==> src/rtl/brightness_wb_pkg.sv <==
// Shared types for the brightness write-back stage.
//   wb_state_t  : frame sequencer states
//   row_entry_t : one assembled output row (row index + four 8-bit pixels)
//   saturate()  : clamp an unsigned normalized value to an 8-bit pixel
package brightness_wb_pkg;

  localparam int PIX_W   = 8;
  localparam int NORM_W  = 16;
  localparam int NUM_PIX = 4;
  localparam int IDX_W   = 4;

  typedef enum logic [1:0] {
    IDLE    = 2'd0,
    COLLECT = 2'd1,
    DRAIN   = 2'd2,
    DONE    = 2'd3
  } wb_state_t;

  // pix[0] is column 0 (pe30), pix[3] is column 3 (pe33)
  typedef struct packed {
    logic [IDX_W-1:0]                  row_idx;
    logic [NUM_PIX-1:0][PIX_W-1:0]     pix;
  } row_entry_t;

  function automatic logic [PIX_W-1:0] saturate(input logic [NORM_W-1:0] v,
                                                input logic [NORM_W-1:0] sat_max);
    return (v > sat_max) ? sat_max[PIX_W-1:0] : v[PIX_W-1:0];
  endfunction

endpackage

==> src/rtl/brightness_writeback_fifo.sv <==
// wb_row_fifo: synchronous FIFO of assembled rows.
//   clk, reset        : clock, async active-low reset (pointers only)
//   push / push_data  : enqueue; ignored when full unless a pop happens too
//   pop  / pop_data   : dequeue; pop_data is the head entry (combinational)
//   full, empty       : occupancy flags
// A push and a pop in the same cycle while full is legal: the head is read
// out this cycle and its slot is rewritten at the same edge.
module wb_row_fifo
  import brightness_wb_pkg::*;
#(
  parameter int DEPTH = 4
) (
  input  logic       clk,
  input  logic       reset,
  input  logic       push,
  input  row_entry_t push_data,
  input  logic       pop,
  output row_entry_t pop_data,
  output logic       full,
  output logic       empty
);

  localparam int PTR_W = (DEPTH > 1) ? $clog2(DEPTH) : 1;
  localparam logic [PTR_W:0] PTR_ONE = 1;

  // one extra pointer bit distinguishes full from empty
  logic [PTR_W:0] wr_ptr, rd_ptr;
  row_entry_t     mem [DEPTH];
  logic           wr_ok, rd_ok;

  assign empty = (wr_ptr == rd_ptr);
  assign full  = (wr_ptr[PTR_W] != rd_ptr[PTR_W]) &&
                 (wr_ptr[PTR_W-1:0] == rd_ptr[PTR_W-1:0]);

  assign rd_ok = pop && !empty;
  assign wr_ok = push && (!full || rd_ok);

  always_ff @(posedge clk or negedge reset) begin
    if (!reset) begin
      wr_ptr <= '0;
      rd_ptr <= '0;
    end else begin
      if (wr_ok) wr_ptr <= wr_ptr + PTR_ONE;
      if (rd_ok) rd_ptr <= rd_ptr + PTR_ONE;
    end
  end

  always_ff @(posedge clk) begin
    if (wr_ok) mem[wr_ptr[PTR_W-1:0]] <= push_data;
  end

  assign pop_data = mem[rd_ptr[PTR_W-1:0]];

endmodule

==> src/rtl/brightness_writeback.sv <==
// brightness_writeback: consumes the row-3 normalized outputs of the systolic
// array, deskews the diagonal into whole rows, saturates to 8-bit pixels,
// buffers rows and writes them byte-serially into the output image RAM.
//   clk, reset            : clock, async active-low reset
//   start                 : one-cycle frame start (honoured in IDLE / DONE)
//   row_valid             : pe30 value of a new row is valid this cycle
//   pe3j_norm_in          : column j value, valid j cycles after row_valid
//   wr_en/wr_addr/wr_data : output RAM write port
//   busy                  : COLLECT or DRAIN
//   done                  : frame complete, held until next start
//   overflow              : sticky, a row was dropped on a full FIFO
//   rows_accepted         : rows taken in the current frame
module brightness_writeback
  import brightness_wb_pkg::*;
#(
  parameter int NUM_ROWS   = 16,
  parameter int ADDR_W     = 6,
  parameter int FIFO_DEPTH = 4,
  parameter int SAT_MAX    = 255
) (
  input  logic              clk,
  input  logic              reset,
  input  logic              start,
  input  logic              row_valid,
  input  logic [NORM_W-1:0] pe30_norm_in,
  input  logic [NORM_W-1:0] pe31_norm_in,
  input  logic [NORM_W-1:0] pe32_norm_in,
  input  logic [NORM_W-1:0] pe33_norm_in,
  output logic              wr_en,
  output logic [ADDR_W-1:0] wr_addr,
  output logic [PIX_W-1:0]  wr_data,
  output logic              busy,
  output logic              done,
  output logic              overflow,
  output logic [4:0]        rows_accepted
);

  // registered deskew stages; the last column joins combinationally at push
  localparam int STAGES = NUM_PIX - 2;
  localparam logic [4:0]        ROWS_MAX = 5'(NUM_ROWS);
  localparam logic [NORM_W-1:0] SAT_VAL  = NORM_W'(SAT_MAX);

  wb_state_t state, state_nxt;

  logic [NUM_PIX-1:0][NORM_W-1:0] norm_in;
  logic [NUM_PIX-1:0][PIX_W-1:0]  sat_pix;

  logic                                  accept, start_frame;
  logic [STAGES:0]                       vld_pipe;
  logic [STAGES:0][IDX_W-1:0]            idx_pipe;
  logic [STAGES:0][NUM_PIX-1:0][PIX_W-1:0] pix_pipe;

  row_entry_t push_entry, pop_entry, wr_row;
  logic       push_req, fifo_pop, fifo_full, fifo_empty, drop;
  logic       wr_active;
  logic [1:0] wr_cnt;

  // ---------------------------------------------------------------- saturate
  assign norm_in = {pe33_norm_in, pe32_norm_in, pe31_norm_in, pe30_norm_in};

  genvar j;
  generate
    for (j = 0; j < NUM_PIX; j++) begin : g_sat
      assign sat_pix[j] = saturate(norm_in[j], SAT_VAL);
    end
  endgenerate

  assign start_frame = start && ((state == IDLE) || (state == DONE));
  assign accept      = (state == COLLECT) && row_valid && (rows_accepted < ROWS_MAX);

  // ------------------------------------------------------------------ deskew
  // Stage s holds columns 0..s of one row; each row picks up column s+1 one
  // cycle later, so up to four rows are in flight on back-to-back row_valid.
  always_ff @(posedge clk or negedge reset) begin
    if (!reset) begin
      vld_pipe <= '0;
      idx_pipe <= '0;
      pix_pipe <= '0;
    end else begin
      vld_pipe       <= {vld_pipe[STAGES-1:0], accept};
      idx_pipe[0]    <= rows_accepted[IDX_W-1:0];
      pix_pipe[0]    <= '0;
      pix_pipe[0][0] <= sat_pix[0];
      for (int s = 1; s <= STAGES; s++) begin
        idx_pipe[s]    <= idx_pipe[s-1];
        pix_pipe[s]    <= pix_pipe[s-1];
        pix_pipe[s][s] <= sat_pix[s];
      end
    end
  end

  assign push_req = vld_pipe[STAGES];

  always_comb begin
    push_entry                   = '0;
    push_entry.row_idx           = idx_pipe[STAGES];
    push_entry.pix               = pix_pipe[STAGES];
    push_entry.pix[NUM_PIX-1]    = sat_pix[NUM_PIX-1];
  end

  // a pop in the same cycle frees the slot, so only a non-popping full FIFO drops
  assign drop = push_req && fifo_full && !fifo_pop;

  wb_row_fifo #(.DEPTH(FIFO_DEPTH)) u_fifo (
    .clk       (clk),
    .reset     (reset),
    .push      (push_req),
    .push_data (push_entry),
    .pop       (fifo_pop),
    .pop_data  (pop_entry),
    .full      (fifo_full),
    .empty     (fifo_empty)
  );

  // ------------------------------------------------------------------ writer
  // Pop on the last byte of the current row so rows stream without a gap.
  assign fifo_pop = !fifo_empty && (!wr_active || (wr_cnt == 2'd3));

  always_ff @(posedge clk or negedge reset) begin
    if (!reset) begin
      wr_active <= 1'b0;
      wr_cnt    <= '0;
      wr_row    <= '0;
    end else if (fifo_pop) begin
      wr_active <= 1'b1;
      wr_cnt    <= '0;
      wr_row    <= pop_entry;
    end else if (wr_active) begin
      if (wr_cnt == 2'd3) wr_active <= 1'b0;
      wr_cnt <= wr_cnt + 2'd1;
    end
  end

  assign wr_en   = wr_active;
  assign wr_addr = wr_active ? ADDR_W'({wr_row.row_idx, wr_cnt}) : '0;
  assign wr_data = wr_active ? wr_row.pix[wr_cnt] : '0;

  // ---------------------------------------------------------------- counters
  always_ff @(posedge clk or negedge reset) begin
    if (!reset) begin
      rows_accepted <= '0;
      overflow      <= 1'b0;
    end else if (start_frame) begin
      rows_accepted <= '0;
      overflow      <= 1'b0;
    end else begin
      if (accept) rows_accepted <= rows_accepted + 5'd1;
      if (drop)   overflow      <= 1'b1;
    end
  end

  // --------------------------------------------------------------------- FSM
  always_ff @(posedge clk or negedge reset) begin
    if (!reset) state <= IDLE;
    else        state <= state_nxt;
  end

  always_comb begin
    state_nxt = state;
    unique case (state)
      IDLE:    if (start) state_nxt = COLLECT;
      // the oldest tag is pushed this cycle; nothing younger remains in flight
      COLLECT: if ((rows_accepted == ROWS_MAX) && (vld_pipe[STAGES-1:0] == '0))
                 state_nxt = DRAIN;
      DRAIN:   if (fifo_empty && !wr_active) state_nxt = DONE;
      DONE:    if (start) state_nxt = COLLECT;
      default: state_nxt = IDLE;
    endcase
  end

  always_comb begin
    busy = (state == COLLECT) || (state == DRAIN);
    done = (state == DONE);
  end

endmodule
==> config.mk <==
export PLATFORM = sky130hd
export DESIGN_NAME = brightness_writeback
export DESIGN_NICKNAME = d
export VERILOG_FILES = /design/src/rtl/brightness_wb_pkg.sv /design/src/rtl/brightness_writeback_fifo.sv /design/src/rtl/brightness_writeback.sv
export SDC_FILE = /design/constraint.sdc
export NUM_CORES = 1
export LEC_CHECK = 0
export ABC_AREA = 1
export BUFFER_PORTS_ARGS = -buffer_cell sky130_fd_sc_hd__buf_2
export CAP_MARGIN = 20
export CORE_MARGIN = 2
export CORE_UTILIZATION = 35
export DETAILED_ROUTE_END_ITERATION = 8
export PLACE_DENSITY_LB_ADDON = 0.08
export SLEW_MARGIN = 20
export SYNTH_ARGS = -nofsm -noshare
export SYNTH_HDL_FRONTEND = slang
export SYNTH_SLANG_ARGS = --single-unit
==> constraint.sdc <==
create_clock -name clk -period 3.5 [get_ports clk]
set_input_delay 0.175 -clock clk [delete_from_list [all_inputs] [get_ports clk]]
set_output_delay 0.175 -clock clk [all_outputs]
set_load 0.01 [all_outputs]
==> flow_summary.json, run 1 <==
{
  "grt_max_degree": 74,
  "synth_fp_nets": 915,
  "netlist_top_cells_area": "edfxtp_1, dfrtp_1, nand2_1, o21ai_0, nor2_1",
  "fin_skew_ns": 0.0119,
  "vias": 6133,
  "ys_async_sr_fraction_pct": 44.6,
  "syn_to_final_growth_pct": 21.2,
  "start_util_pct": 35.4,
  "path_cells": "clkinv_1 -> nor2_1 -> o21ai_0 -> a21oi_1 -> buf_2",
  "critPathSlowestCell": "dfrtp_1",
  "critPathKind": "flop to output port",
  "ant_nets": 0,
  "syn_avg_cell_area_um2": 11.8,
  "synth_ff_type": "edfxtp_1",
  "finalCritPeriodShare_pct": 68.9,
  "finalWirelength_um": 21700,
  "tightest_slew_ns": 0.763,
  "period_needed_ns": 2.41,
  "synth_edf_count": 144,
  "hold_class": "input pin to flop",
  "crit_path_end_kind": "output port",
  "relSlewSlack_pct": 49.2,
  "post_cts_resize_count": 0,
  "fin_ws_ns": 1.09,
  "synth_seq_cells": 260,
  "clkTransAtPathRegs_ns": 0.06,
  "maxSlewViolCount": 0,
  "first_iter_violations": 279,
  "final_common_cell": "nand2_1",
  "wl_met3_um": 851,
  "final_layout_size_suffix_gt1_share_pct": 15.6,
  "grt_overflow": 0,
  "status": "completed",
  "seq_area_frac_synth_pct": 73.4,
  "antenna_found_initial": 0,
  "ys_warn_count": 0,
  "layout_common_cells": "nand2_1, edfxtp_1, dfrtp_1",
  "critical_path.max_fanout": 11,
  "fp.dieH_um": 172,
  "coreArea_um2": 27800,
  "final_util_pct": 43.0,
  "preCtsSetupSlack_ns": 1.15,
  "setup_viol": 0,
  "nNetsFinal": 1034,
  "dp_hpwl_um": 13400,
  "cts_buffer_depth": 3,
  "cp.arrival_ns": 2.24,
  "synthCells": 836,
  "synth.top_cell.area_share_pct": 43.9,
  "finalSetupTns_ns": 0,
  "grt_first_pass_wirelength_um": 34100,
  "wire_per_inst_um": 16.0,
  "yosys.area.top_type": "edfxtp_1",
  "cellLeakagePower_nw": 4.64,
  "place.gp.congestion": 0.753,
  "hold_viol": 0,
  "top_layer": "met4",
  "n_antenna_cell": 0,
  "vias_per_cell": 4.52,
  "htreeDepth": 1,
  "netlist_area_um2": 9850,
  "slowest_delay_ns": 0.53,
  "ir_worst_vdd_mv": 0.343,
  "clock_tree.root_cell": "clkbuf_16",
  "max-cap-violations": 0,
  "io_pins": 91,
  "required_ns": 3.32,
  "cp-start-kind": "flop",
  "max_freq_mhz": 415,
  "io_buffer_count": 90,
  "rsz0062_at_grt": "false",
  "die_area_um2": 29500,
  "row_count": 61,
  "clk_latency_ns": 0.54,
  "first_pass_iters": 4,
  "cts_tree": "built",
  "power_density_nw_per_um2": 814,
  "cts.sinks": 260,
  "ys_types": 28,
  "grt_usage_pct": 15.1,
  "grt_pass1_vias": 6055,
  "met1Wirelength_um": 11200,
  "cts_buffers": 29,
  "drc": 0,
  "wl_met2_um": 9150,
  "die_width_um": 172
}
[worst paths after layout]
check	start	to	slack, ns	cells past startpoint
min	pe33_norm_in[0]	u_fifo.mem[3][24]	0.03	3
max reg2reg	wr_cnt[1]	u_fifo.mem[2][28]	1.20	7
max	wr_cnt[1]	wr_data[2]	1.09	5
min reg2reg	idx_pipe[4]	idx_pipe[8]	0.34	0
max in group asynchronous	reset	state[1]	2.48	3
min in group asynchronous	reset	pix_pipe[81]	0.22	2
[critical path, delay by kind of cell (launching register included)]
family / cells / cell delay, ns
and+or+nand+nor: 1 / 0.20
buffers and inverters: 2 / 0.57
AOI/OAI and AO/OA: 2 / 0.39
DFF: 1 / 0.53
[routing by layer]
| metal | track usage (%) | vias to the layer above |
|---|---|---|
| li1 | - | 3050 |
| met1 | 23.5 | 2923 |
| met2 | 22.1 | 126 |
| met3 | 2.35 | 34 |
| met4 | 3.73 | 0 |
| met5 | 0 | - |
[Yosys cell counts, types with 2 or more instances]
cell type / number
a21oi_1: 14
and2_1: 4
buf_2: 9
buf_6: 3
clkbuf_1: 27
dfrtp_1: 116
edfxtp_1: 144
ha_1: 11
inv_1: 61
inv_2: 2
nand2_1: 166
nand2_2: 2
nand3_1: 7
nand4_1: 3
nor2_1: 115
nor4_1: 8
o21ai_0: 95
o22ai_1: 36
xnor2_1: 3
xor2_1: 2
[state kept, by name, summed over array words and instances (netlist names), 2 cells and up]
signal         flops
state              2
u_fifo.wr_ptr      3
wr_cnt             2
u_fifo.mem       144
vld_pipe           3
u_fifo.rd_ptr      3
pix_pipe          48
wr_row            36
rows_accepted      5
idx_pipe          12
[power by group]
group | switching [W] | total, W | internal (W) | leakage [nW]
sequential | 0.000245 | 0.00395 | 0.00371 | 2.41
combinational | 0.00195 | 0.00285 | 0.000898 | 1.78
clock | 0.00114 | 0.00291 | 0.00177 | 0.451
[area by class of cell]
type	instances	area (um^2)
multi-input cells	472	2220
inverters	64	240
fillers	2700	15800
clock inverters	6	90.1
clock buffers	48	837
well taps	378	473
flip-flops and latches	260	7230
repair buffers	128	843
[through the flow]
stage	instances	area (um^2)	hold slack, ns	total power, W
after floorplan	836	9850	-0.121	0.00586
after global placement	1275	10700	0.286	0.00691
after detailed placement	1275	10700	0.284	0.00691
after CTS	1356	11900	0.0158	0.00990
after global routing	1356	11900	0.0591	0.0104
final	1356	11900	0.0306	0.00971
[logic make-up (layout without fill, tap and decap cells)]
logic type      Yosys count  after routing  synth area share [%]
xor+xnor                  5              5                 0.445
flops                   260            260                  73.4
fa+ha+maj                11             11                  1.40
simple gates            310            310                  12.5
compound gates          146            146                  7.90
buf+inv                 104            246                  4.35
[repair_timing]
action / 4_1_cts / 5_1_grt
hold endpoints to repair: 82 / 0
hold buffers: 27 / 0
buffers inserted: 0 / 0
(Power assumes the default switching activity.)
==> run 2: changes to the inputs <==
==> constraint.sdc (replaced) <==
create_clock -name clk -period 2.2 [get_ports clk]
set_input_delay 0.11 -clock clk [delete_from_list [all_inputs] [get_ports clk]]
set_output_delay 0.11 -clock clk [all_outputs]
set_load 0.01 [all_outputs]
==> run 2 against run 1 <==
Effect of this change:
- non-clock buffer count increased by 36
- hold slack worse by 0.018 ns
- via count increased by 3.6%
- core utilization is 1.4 points higher
==> flow_summary.json, run 2 (synthesized netlist as in run 1, its figures left out) <==
{
  "min_from": "row_valid",
  "clk_latency_ns": 0.54,
  "final_util_pct": 44.4,
  "vias_per_cell": 4.56,
  "post-cts-setup-buffers": 0,
  "clock_tree.root_cell": "clkbuf_16",
  "cp-start-kind": "flop",
  "path_cells": "buf_4 -> nor2_1 -> nor2_1 -> o21ai_0 -> a21oi_1 -> buf_2",
  "p_seq_share_pct": 40.0,
  "r2r_start": "wr_cnt[0]",
  "largest_reg_flops": 144,
  "fin_skew_ns": 0.00824,
  "ir_worst_vdd_mv": 0.613,
  "critPathKind": "flop to output port",
  "hold-worst-slack_ns": 0.0126,
  "status": "completed",
  "wire_per_inst_um": 16.1,
  "maxSlewViolCount": 0,
  "cts_buffers": 29,
  "post_dp_cell_area_um2": 10900,
  "slowest_delay_ns": 0.38,
  "io_buffer_count": 90,
  "critical_path.max_fanout": 17,
  "tightest_slew_ns": 0.650,
  "cts_buffer_depth": 3,
  "first_pass_iters": 5,
  "vias": 6353,
  "rsz0062_at_grt": "false",
  "final_common_cell": "nand2_1",
  "ant_nets": 0,
  "nNetsFinal": 1070,
  "layout_common_cells": "nand2_1, edfxtp_1, dfrtp_1",
  "grt_pass1_vias": 6480,
  "dp_hpwl_um": 13300,
  "p_int_w": 0.0103,
  "grt_max_degree": 117,
  "crit_top_cell": "nor2_1",
  "clkTransAtPathRegs_ns": 0.06,
  "fill_cells": 2660,
  "clkPwrFrac_pct": 29.7,
  "holdPathStages": 3,
  "n_antenna_cell": 0,
  "sw_frac_of_total_pct": 34.2,
  "relSlewSlack_pct": 56.7,
  "die_width_um": 172,
  "place.gp.congestion": 0.757,
  "coreArea_um2": 27800,
  "row_count": 61,
  "grt_usage_pct": 15.7,
  "final_layout_size_suffix_gt1_share_pct": 17.1,
  "hold_class": "input pin to flop",
  "hold_viol": 0,
  "setup_viol": 0,
  "crit_path_end_kind": "output port",
  "design_area_um2": 12300,
  "antenna_found_initial": 0,
  "cp.arrival_ns": 2.00,
  "finalCritPeriodShare_pct": 95.7,
  "critPathLaunch": "wr_cnt[0]",
  "fp.dieH_um": 172,
  "cts_tree": "built",
  "p_switching_w": 0.00536,
  "max_freq_mhz": 475,
  "r2r_cells": 7,
  "finalWirelength_um": 22400,
  "max-cap-violations": 0,
  "cellLeakagePower_nw": 4.79,
  "drc": 0,
  "start_util_pct": 35.4,
  "grt_overflow": 0,
  "syn_to_final_growth_pct": 25.1,
  "power_density_nw_per_um2": 1270,
  "first_iter_violations": 489,
  "cts.sinks": 260,
  "period_needed_ns": 2.11,
  "io_pins": 91,
  "die_area_um2": 29500,
  "grt_first_pass_wirelength_um": 35500,
  "htreeDepth": 1,
  "required_ns": 2.09,
  "critPathSlowestCell": "dfrtp_1",
  "combPwrFrac_pct": 30.2
}
[run 2: area by class of cell]
class	count	area [um^2]	share of cell area (%)
sequential	260	7230	58.6
multi-input combinational	472	2220	18.0
timing repair buffer	164	1220	9.90
clock buffer	47	873	7.09
tap	378	473	3.84
inverter	64	244	1.98
clock inverter	7	62.6	0.508
[run 2: power groups by stage]
stage	clock [W]	sequential [W]	combinational (W)
final	0.00466	0.00627	0.00474
after global routing	0.00500	0.00636	0.00539
after CTS	0.00480	0.00627	0.00485
after detailed placement	0	0.00636	0.00477
after global placement	0	0.00636	0.00479
after floorplan	0	0.00626	0.00307
[run 2: path summary, 6_finish.rpt]
kind	to	slack, ns
max reg2reg	u_fifo.mem[2][13]	0.28
max in group asynchronous	u_fifo.rd_ptr[0]	1.49
min reg2reg	pix_pipe[74]	0.34
min in group asynchronous	pix_pipe[44]	0.22
min	vld_pipe[0]	0.01
max	wr_data[7]	0.09
[run 2: metal layers]
metal	global-route usage, %	share of wire [%]
met1	21.7	46
met2	25.9	47
met3	2.39	4.6
met4	3.87	2.2
met5	0	0
[run 2: worst max-delay path, delay by kind of cell (launching register included)]
family / cells / cell delay, ns
buffers and inverters: 2 / 0.48
AOI/OAI and AO/OA: 2 / 0.43
DFF: 1 / 0.38
and+or+nand+nor: 2 / 0.18
[run 2: metrics by stage]
stage          setup TNS (ns)  setup slack [ns]  instances  power (W)
2_1_floorplan          -23.80            -0.165        836    0.00933
3_3_place_gp                0             0.290       1290     0.0111
3_5_place_dp                0             0.289       1290     0.0111
4_1_cts                     0            0.0276       1392     0.0159
5_1_grt                     0            0.0163       1392     0.0168
6_report                    0            0.0950       1392     0.0157
[run 2: repair_timing]
item / 4_1_cts / 5_1_grt
hold endpoints to repair: 180 / 0
endpoints found under the setup margin: 0 / 6
hold buffers: 48 / 0
resized for setup: 0 / 2
==> run 3: changes to the inputs <==
--- a/config.mk
+++ b/config.mk
@@ -8,6 +8,7 @@
 export ABC_AREA = 1
 export BUFFER_PORTS_ARGS = -buffer_cell sky130_fd_sc_hd__buf_2
 export CAP_MARGIN = 20
+export CORE_ASPECT_RATIO = 0.5
 export CORE_MARGIN = 2
 export CORE_UTILIZATION = 35
 export DETAILED_ROUTE_END_ITERATION = 8
==> run 3 against run 2 <==
Effect of this change:
- clock skew increased by 0.0058 ns
- largest power group unchanged
- clock power decreased by 4%
- worst setup slack improved by 0.029 ns
- critical path type unchanged
- count of clock-buffer cells in the layout decreased by 13
- design area decreased by 1.5%
==> flow_summary.json, run 3 (synthesized netlist as in run 1, its figures left out) <==
{
  "cp.arrival_ns": 1.97,
  "wire_per_inst_um": 16.6,
  "largest_reg_flops": 144,
  "p_total_w": 0.0155,
  "period_needed_ns": 2.08,
  "r2r_start": "u_fifo.wr_ptr[0]",
  "cts_buffers": 25,
  "hold_class": "input pin to flop",
  "relSlewSlack_pct": 51.4,
  "nNetsFinal": 1051,
  "p_int_w": 0.0102,
  "syn_to_final_growth_pct": 23.3,
  "clkPwrFrac_pct": 28.9,
  "maxSlewViolCount": 0,
  "clkTransAtPathRegs_ns": 0.06,
  "power_density_nw_per_um2": 1280,
  "required_ns": 2.09,
  "cts.sinks": 260,
  "fill_cells": 2657,
  "critical_path.max_fanout": 18,
  "dp_hpwl_um": 14400,
  "io_buffer_count": 90,
  "layout_common_cells": "nand2_1, edfxtp_1, dfrtp_1",
  "final_common_cell": "nand2_1",
  "first_iter_violations": 379,
  "crit_path_end_kind": "output port",
  "finalSetupTns_ns": 0,
  "critPathKind": "flop to output port",
  "final_util_pct": 43.8,
  "clk_latency_ns": 0.54,
  "place.gp.congestion": 0.744,
  "ir_worst_vdd_mv": 0.557,
  "first_pass_iters": 8,
  "ant_nets": 0,
  "cts_buffer_depth": 3,
  "clock_tree.root_cell": "clkbuf_16",
  "grt_overflow": 0,
  "p_seq_share_pct": 40.5,
  "grt_usage_pct": 16.1,
  "sw_frac_of_total_pct": 34.5,
  "post_dp_cell_area_um2": 10900,
  "max-cap-violations": 0,
  "fp.dieH_um": 123,
  "drc": 0,
  "finalWirelength_um": 22700,
  "cellLeakagePower_nw": 4.74,
  "tightest_slew_ns": 0.728,
  "die_area_um2": 29600,
  "grt_pass1_vias": 6286,
  "p_switching_w": 0.00536,
  "rr_endpoint": "u_fifo.mem[1][11]",
  "design_area_um2": 12100,
  "coreArea_um2": 27700,
  "r2r_cells": 8,
  "critPathLaunch": "wr_cnt[0]",
  "row_count": 43,
  "die_width_um": 241,
  "vias_per_cell": 4.57,
  "io_pins": 91,
  "status": "completed",
  "cts_tree": "built",
  "grt_max_degree": 74,
  "max_freq_mhz": 482,
  "dp_cells": 1291,
  "finalCritPeriodShare_pct": 94.4,
  "start_util_pct": 35.5,
  "final_layout_size_suffix_gt1_share_pct": 17.5,
  "combPwrFrac_pct": 30.6,
  "setup_viol": 0,
  "vias": 6276,
  "grt_first_pass_wirelength_um": 36100,
  "hold_viol": 0,
  "crit_end": "wr_data[6]",
  "antenna_found_initial": 0,
  "reg2reg_slack_ns": 0.17,
  "fin_skew_ns": 0.0141,
  "cp-start-kind": "flop",
  "n_antenna_cell": 0,
  "htreeDepth": 1,
  "rsz0062_at_grt": "true",
  "finalNonFillerCells": 1373
}
==> run 3: worst min path at each step <==
| stage | startpoint | endpoint | slack (ns) | cells past startpoint |
|---|---|---|---|---|
| finish | pe33_norm_in[6] | u_fifo.mem[3][30] | 0.01 | 3 |
| global route | pe33_norm_in[6] | u_fifo.mem[3][30] | 0.007 | 3 |
| CTS | pe33_norm_in[6] | u_fifo.mem[3][30] | 0.00006 | 3 |
| detailed placement | reset | pix_pipe[5] | 0.08 | 1 |
| global placement | reset | pix_pipe[5] | 0.08 | 1 |
| floorplan | reset | idx_pipe[0] | -0.19 | 0 |
==> run 3: area by class of cell <==
type / instances / area [um^2] / share of cell area [%]
timing repair buffer: 149 / 1110 / 9.15
inverter: 64 / 248 / 2.04
clock inverter: 12 / 119 / 0.979
tap: 382 / 478 / 3.94
multi-input combinational: 472 / 2220 / 18.3
sequential: 260 / 7230 / 59.5
clock buffer: 34 / 736 / 6.06
==> run 3: critical path, cell delays in order (launching register included) <==
cell        delay, ns
dfrtp_1          0.35
buf_4            0.25
clkinvlp_4       0.15
buf_12           0.16
o21ai_0          0.24
a21oi_1          0.12
buf_2            0.15
==> run 3: power groups by stage <==
stage | Clock, W | Sequential [W] | Combinational, W
4_1_cts | 0.00461 | 0.00629 | 0.00485
5_1_grt | 0.00480 | 0.00637 | 0.00546
6_report | 0.00448 | 0.00629 | 0.00475
2_1_floorplan | 0 | 0.00626 | 0.00307
3_5_place_dp | 0 | 0.00638 | 0.00473
3_3_place_gp | 0 | 0.00637 | 0.00471
==> run 3: per-layer routing <==
layer / up-vias / wire, um / global-route usage (%)
li1: 3086 / - / -
met1: 3085 / 11400 / 23.5
met2: 76 / 10400 / 25.6
met3: 29 / 717 / 3.01
met4: 0 / 276 / 2.93
met5: - / 0 / 0
==> run 3: through the flow <==
step	hold WS [ns]	worst slack [ns]
floorplan	-0.186	-0.165
global placement	0.0754	0.153
detailed placement	0.0775	0.119
CTS	0.0000641	0.0274
global route	0.00713	-0.00664
finish	0.0128	0.124
==> run 3: what timing repair did <==
action	in CTS	in global routing
setup endpoints to repair	8	34
hold buffers	31	0
endpoints found under the hold margin	165	0
pin swaps	0	2
buffers inserted	1	4
resized for setup	4	6
